<file path="src/rtl/seg7_pkg.sv">
// Shared types and hex decode table for the seven-segment scan driver.
// Segment order is {g,f,e,d,c,b,a}, active high.
package seg7_pkg;

  typedef logic [6:0] seg7_t;

  localparam seg7_t SEG7_HEX [16] = '{
    7'h3F, 7'h06, 7'h5B, 7'h4F,
    7'h66, 7'h6D, 7'h7D, 7'h07,
    7'h7F, 7'h6F, 7'h77, 7'h7C,
    7'h39, 7'h5E, 7'h79, 7'h71
  };

  function automatic seg7_t seg7_encode(
    input logic [3:0] nib
  );
    return SEG7_HEX[nib];
  endfunction

endpackage

</file>
<file path="src/rtl/seg7_decode.sv">
// Combinational nibble to segment decode with a blank override.
// Blanked digits drive all segments off.
module seg7_decode
  import seg7_pkg::*;
(
  input  logic [3:0] nibble,
  input  logic       blank,
  output seg7_t      seg
);

  assign seg = blank ? '0 : seg7_encode(nibble);

endmodule

</file>
<file path="src/rtl/seg7_scan_driver.sv">
// N-digit multiplexed seven-segment driver with prescaled scan,
// anti-ghost blanking and tear-free load; SEG7_DP_EN adds decimal points.
module seg7_scan_driver
  import seg7_pkg::*;
#(
  parameter int NUM_DIGITS = 2,
  parameter int PRESCALE   = 1024,
  parameter int BLANK_CYC  = 1,
  localparam int IW = (NUM_DIGITS > 1) ? $clog2(NUM_DIGITS) : 1
) (
  input  logic                    clk,
  input  logic                    rst_n,
  input  logic                    ena,
  input  logic                    load_valid,
  output logic                    load_ready,
  input  logic [4*NUM_DIGITS-1:0] load_data,
  input  logic                    blank_lz,
`ifdef SEG7_DP_EN
  input  logic [NUM_DIGITS-1:0]   dp_mask,
  output logic                    dp,
`endif
  output seg7_t                   seg,
  output logic [NUM_DIGITS-1:0]   dig_sel,
  output logic [IW-1:0]           dig_idx,
  output logic                    frame_done
);

  localparam int PW = $clog2(PRESCALE);
  localparam logic [PW-1:0] PRE_LAST = PW'(PRESCALE - 1);
  localparam logic [IW-1:0] IDX_LAST = IW'(NUM_DIGITS - 1);
  localparam logic [PW:0]   BLANK_W  = (PW+1)'(BLANK_CYC);

  logic [PW-1:0]           pre;
  logic [IW-1:0]           idx;
  logic [4*NUM_DIGITS-1:0] active;
  logic [4*NUM_DIGITS-1:0] shadow;
  logic                    full;

  logic                    term;
  logic                    at_wrap;
  logic                    accept;
  logic                    in_blank;
  logic                    zero_run;
  logic [NUM_DIGITS-1:0]   lz;
  logic [NUM_DIGITS-1:0]   onehot;
  logic [3:0]              cur;
  logic                    cur_blank;
  seg7_t                   seg_next;

`ifdef SEG7_DP_EN
  logic [NUM_DIGITS-1:0]   active_dp;
  logic [NUM_DIGITS-1:0]   shadow_dp;
  logic                    cur_dp;
`endif

  assign term     = (pre == PRE_LAST);
  assign at_wrap  = term && (idx == IDX_LAST);
  assign in_blank = ({1'b0, pre} < BLANK_W);

  // Never ready on the wrap slot so accept and transfer cannot collide
  assign load_ready = ~full & ~at_wrap;
  assign accept     = load_valid & load_ready;
  assign dig_idx    = idx;

  // A digit blanks when it and all digits above it are zero
  always_comb begin
    zero_run = 1'b1;
    lz       = '0;
    for (int k = NUM_DIGITS - 1; k >= 0; k--) begin
      zero_run = zero_run & (active[4*k +: 4] == 4'h0);
      lz[k]    = blank_lz & zero_run & (k != 0);
    end
  end

  always_comb begin
    cur       = '0;
    cur_blank = 1'b0;
    onehot    = '0;
`ifdef SEG7_DP_EN
    cur_dp    = 1'b0;
`endif
    for (int k = 0; k < NUM_DIGITS; k++) begin
      if (idx == IW'(k)) begin
        cur       = active[4*k +: 4];
        cur_blank = lz[k];
        onehot[k] = 1'b1;
`ifdef SEG7_DP_EN
        cur_dp    = active_dp[k];
`endif
      end
    end
  end

  seg7_decode u_dec (
    .nibble (cur),
    .blank  (cur_blank),
    .seg    (seg_next)
  );

  always_ff @(posedge clk or negedge rst_n) begin
    if (!rst_n) begin
      pre        <= '0;
      idx        <= '0;
      active     <= '0;
      shadow     <= '0;
      full       <= 1'b0;
      seg        <= '0;
      dig_sel    <= '0;
      frame_done <= 1'b0;
`ifdef SEG7_DP_EN
      active_dp  <= '0;
      shadow_dp  <= '0;
      dp         <= 1'b0;
`endif
    end else begin
      if (ena) begin
        if (term) begin
          pre <= '0;
          idx <= at_wrap ? '0 : idx + 1'b1;
        end else begin
          pre <= pre + 1'b1;
        end
        frame_done <= at_wrap;
        dig_sel    <= in_blank ? '0 : onehot;
        seg        <= seg_next;
`ifdef SEG7_DP_EN
        dp         <= cur_dp & ~in_blank;
`endif
      end else begin
        frame_done <= 1'b0;
        dig_sel    <= '0;
        seg        <= '0;
`ifdef SEG7_DP_EN
        dp         <= 1'b0;
`endif
      end
      if (ena && at_wrap && full) begin
        active    <= shadow;
        full      <= 1'b0;
`ifdef SEG7_DP_EN
        active_dp <= shadow_dp;
`endif
      end else if (accept) begin
        shadow    <= load_data;
        full      <= 1'b1;
`ifdef SEG7_DP_EN
        shadow_dp <= dp_mask;
`endif
      end
    end
  end

endmodule

</file>
<file path="config.mk">
export PLATFORM = sky130hd
export DESIGN_NAME = seg7_scan_driver
export DESIGN_NICKNAME = d
export VERILOG_FILES = /design/src/rtl/seg7_pkg.sv /design/src/rtl/seg7_decode.sv /design/src/rtl/seg7_scan_driver.sv
export SDC_FILE = /design/constraint.sdc
export NUM_CORES = 1
export LEC_CHECK = 0
export ABC_CLOCK_PERIOD_IN_PS = 2200
export BUFFER_PORTS_ARGS = -buffer_cell sky130_fd_sc_hd__buf_2
export CORE_UTILIZATION = 57
export CTS_CLUSTER_SIZE = 24
export DETAILED_ROUTE_END_ITERATION = 12
export GPL_TIMING_DRIVEN = 1
export PLACE_DENSITY = 0.77
export RECOVER_POWER = 25
export SYNTH_ARGS = -nofsm -noshare
export SYNTH_HDL_FRONTEND = slang
export SYNTH_HIERARCHICAL = 1
export SYNTH_SLANG_ARGS = --single-unit
</file>
<file path="constraint.sdc">
create_clock -name clk -period 2.2 [get_ports clk]
set_input_delay 0.33 -clock clk [delete_from_list [all_inputs] [get_ports clk]]
set_output_delay 0.33 -clock clk [all_outputs]
set_load 0.01 [all_outputs]
</file>
==> flow_metrics.env <==
export IMPL_ys_types=41
export IMPL_io_pins=25
export IMPL_violations="max-capacitance violations, max-slew violations"
export IMPL_worstSetupStartpointType="flop"
export IMPL_cts_hold_fix_buffers=0
export IMPL_dr_pass1_iters=4
export IMPL_ant_nets=0
export IMPL_rsz0062_at_grt="no"
export IMPL_synth_edff_count=0
export IMPL_synthCells=166
export IMPL_r2r_start="dig_idx$_DFFE_PN0P_"
export IMPL_period_minus_slack_ns=2.06
export IMPL_cts_buffers_inserted=5
export IMPL_synth_most_common_cell="dfrtp_1"
export IMPL_grt_start_max_net_pins=39
export IMPL_drc_errors=0
export IMPL_timing_reg2reg_setup_slack_ns=0.28
export IMPL_dp_hpwl_um=2600
export IMPL_grt_pass1_vias=1336
export IMPL_ys_flop_type="dfrtp_1"
export IMPL_cpPeakStageDelay_ns=0.41
export IMPL_setup_worst_path_end_class="output pin"
export IMPL_finalClockSkew_ns=0.00755
export IMPL_min_to="shadow[4]$_DFFE_PN0P_"
export IMPL_cts_tree="done"
export IMPL_diodes=0
export IMPL_synth_seq_cells=38
export IMPL_cpMaxStageDelayCell="dfrtp_1"
export IMPL_grt_pass1_wl_um=5820
export IMPL_die_w_um=60.2
export IMPL_yosysSeqAreaShare_pct=49.3
export IMPL_initial_utilization_pct=61.7
export IMPL_finalCritPeriodShare_pct=93.9
export IMPL_status="finished, violations left"
export IMPL_worstPathArrival_ns=1.73
export IMPL_setup_viol=0
export IMPL_synth_area_top_cells="dfrtp_1, mux2_2, ha_1, and2_1, nor2_1"
export IMPL_critPathLaunch="pre[0]$_DFFE_PN0P_"
export IMPL_place_congestion=0.800
export IMPL_seq_area_um2=951
export IMPL_synth_nets=187
export IMPL_post_cts_resized=0
export IMPL_path_cells="ha_1 > nand4_2 > nor4_1 > nor2_1 > buf_2"
export IMPL_worstSetupPathType="reg2out"
export IMPL_die_height_um=60.2
export IMPL_hold_class="in2reg"
export IMPL_ys_warnings_count=6
export IMPL_grt_total_usage_pct=22.2
export IMPL_hold_start="load_data[4]"
export IMPL_clkTransAtPathRegs_ns=0.11
export IMPL_cts_root_buffer="clkbuf_4"
export IMPL_clock_latency_ns=0.35
export IMPL_grt_overflow=0
export IMPL_max_cap_violations=1
export IMPL_cts_setup_buffers=0
export IMPL_cp_max_fo=6
export IMPL_p_per_area_nw_per_um2=640
export IMPL_total_leakage_power_nw=1.03
export IMPL_wirelength_um=3480
export IMPL_cts_max_level=2
export IMPL_finalHoldViolations=0
export IMPL_cp_required_ns=1.87
export IMPL_core_area_um2=3130
export IMPL_numClockSinks=38
export IMPL_vias_per_cell=5.72
export IMPL_tns_ns=0
export IMPL_synthesis_area_um2=1930
export IMPL_synth_top_cell_area_share_pct=49.3
export IMPL_synthArstFlopShare_pct=100
export IMPL_antenna_found_initial=0
export IMPL_layout_nets=214
export IMPL_drv_slew=39
export IMPL_rows=20
export IMPL_r2r_end="seg[3]$_DFF_PN0_"
export IMPL_io_buffers=24
export IMPL_holdPathStages=2
export IMPL_vias=1362
export IMPL_drtIter0Drc=91
export IMPL_wire_per_inst_um=14.6
export IMPL_tightest_slew_ns=1.94
export IMPL_max_freq_mhz=484
export IMPL_drive_gt1_share_pct=32.0
export IMPL_synth_common_cells="dfrtp_1, mux2_2, nor2_1, inv_1"
export IMPL_area_growth_pct=11.5
export IMPL_relSlewSlack_pct=-29.3
export IMPL_die_area_um2=3620
export IMPL_clk_path_buf_depth=2
export IMPL_total_power_mw=1.38
export IMPL_reg2regPathDepth=7
export IMPL_syn_area_per_cell_um2=11.6
export IMPL_multiInputGateArea_um2=893
export IMPL_synth_top_area_cell="dfrtp_1"
export IMPL_irDropWorstVdd_mv=0.491
export IMPL_fillCellCount=247
## registers in the layout, summed over array words and instances, names as in the netlist
register and count:
pre 10, active 8, shadow 8, seg 7, dig_sel 2, dig_idx 1
frame_done 1, full 1
## routing by layer
metal | routed length, µm | vias to the layer above | track usage [%]
li1 | - | 643 | -
met1 | 1450 | 668 | 25.7
met2 | 1840 | 44 | 39.4
met3 | 158 | 7 | 6.49
met4 | 42 | 0 | 5.98
met5 | 0 | - | 0
## how the worst max path moves through the flow
| stage | depth (start not counted) | endpoint |
|---|---|---|
| final | 5 | load_ready |
| after global routing | 5 | load_ready |
| after CTS | 5 | load_ready |
| after detailed placement | 7 | seg[3]$_DFF_PN0_ |
| after global placement | 5 | seg[6]$_DFF_PN0_ |
| after floorplan | 8 | seg[3]$_DFF_PN0_ |
## critical path, delay by kind of cell, from the launching register on
family	cells	cell delay (ns)
and+or+nand+nor	3	0.60
DFF	1	0.41
buffers and inverters	1	0.15
adders and majority gates	1	0.23
## cell type report
type	instances	area share (%)
clock inverter	2	0.581
inverter	11	1.92
sequential	38	44.2
tap	44	2.56
multi-input combinational	109	41.5
timing repair buffer	28	6.91
clock buffer	6	2.38
## where the power goes
group / leakage, nW / total, mW / internal [mW] / switching (mW)
combinational: 0.506 / 0.157 / 0.0725 / 0.0845
sequential: 0.485 / 0.835 / 0.757 / 0.0781
clock: 0.0343 / 0.386 / 0.154 / 0.232
total: 1.03 / 1.38 / 0.983 / 0.395
## kinds of logic after synthesis
kind of cell | share of synthesized area [%]
buffers and inverters | 4.47
adder cells (fa/ha/maj) | 5.18
AND/OR/NAND/NOR | 15.9
AO/OA/AOI/OAI | 7.71
multiplexers | 15.2
flip-flops | 49.3
XOR/XNOR | 2.27
## cell usage in the layout, fill, tap and decap left out, drive strengths merged
| cell type | synthesis | routed |
|---|---|---|
| and4 | 1 | 1 |
| clkbuf | 2 | 7 |
| a211oi | 2 | 2 |
| a221oi | 2 | 2 |
| ha | 8 | 8 |
| a21oi | 4 | 4 |
| o311ai | 1 | 1 |
| o41ai | 1 | 1 |
| o21ai | 3 | 3 |
| dfrtp | 38 | 38 |
| a311oi | 1 | 1 |
| nor4 | 5 | 5 |
| xnor2 | 4 | 4 |
| nand4 | 5 | 5 |
| nor2 | 11 | 11 |
| or3 | 2 | 2 |
| clkinv | 0 | 1 |
| a21boi | 1 | 1 |
| mux2 | 21 | 21 |
| a31o | 1 | 1 |
| clkinvlp | 0 | 1 |
| buf | 6 | 27 |
| nand2b | 1 | 1 |
| xor2 | 1 | 1 |
| mux4 | 1 | 1 |
| nand3 | 1 | 1 |
| and2b | 1 | 1 |
| nor2b | 1 | 1 |
| inv | 11 | 11 |
| nand2 | 7 | 7 |
| nor3 | 7 | 7 |
| mux2i | 3 | 3 |
| a41o | 1 | 1 |
| and2 | 8 | 8 |
| o41a | 2 | 2 |
| or4b | 1 | 1 |
| o22ai | 1 | 1 |
## metrics by stage
stage                     area (µm²)  hold WS [ns]  util (%)  setup slack [ns]  cells
after CTS                       2150        0.0792      68.9             0.111    238
after detailed placement        2090         0.471      66.8             0.313    230
after floorplan                 1930        0.0344         -             0.261    166
after global routing            2150         0.185      68.8           0.00238    238
after global placement          2090         0.460      66.8             0.408    230
final                           2150         0.210      68.8             0.135    238
Note: power is estimated with default switching activity, not from simulation.
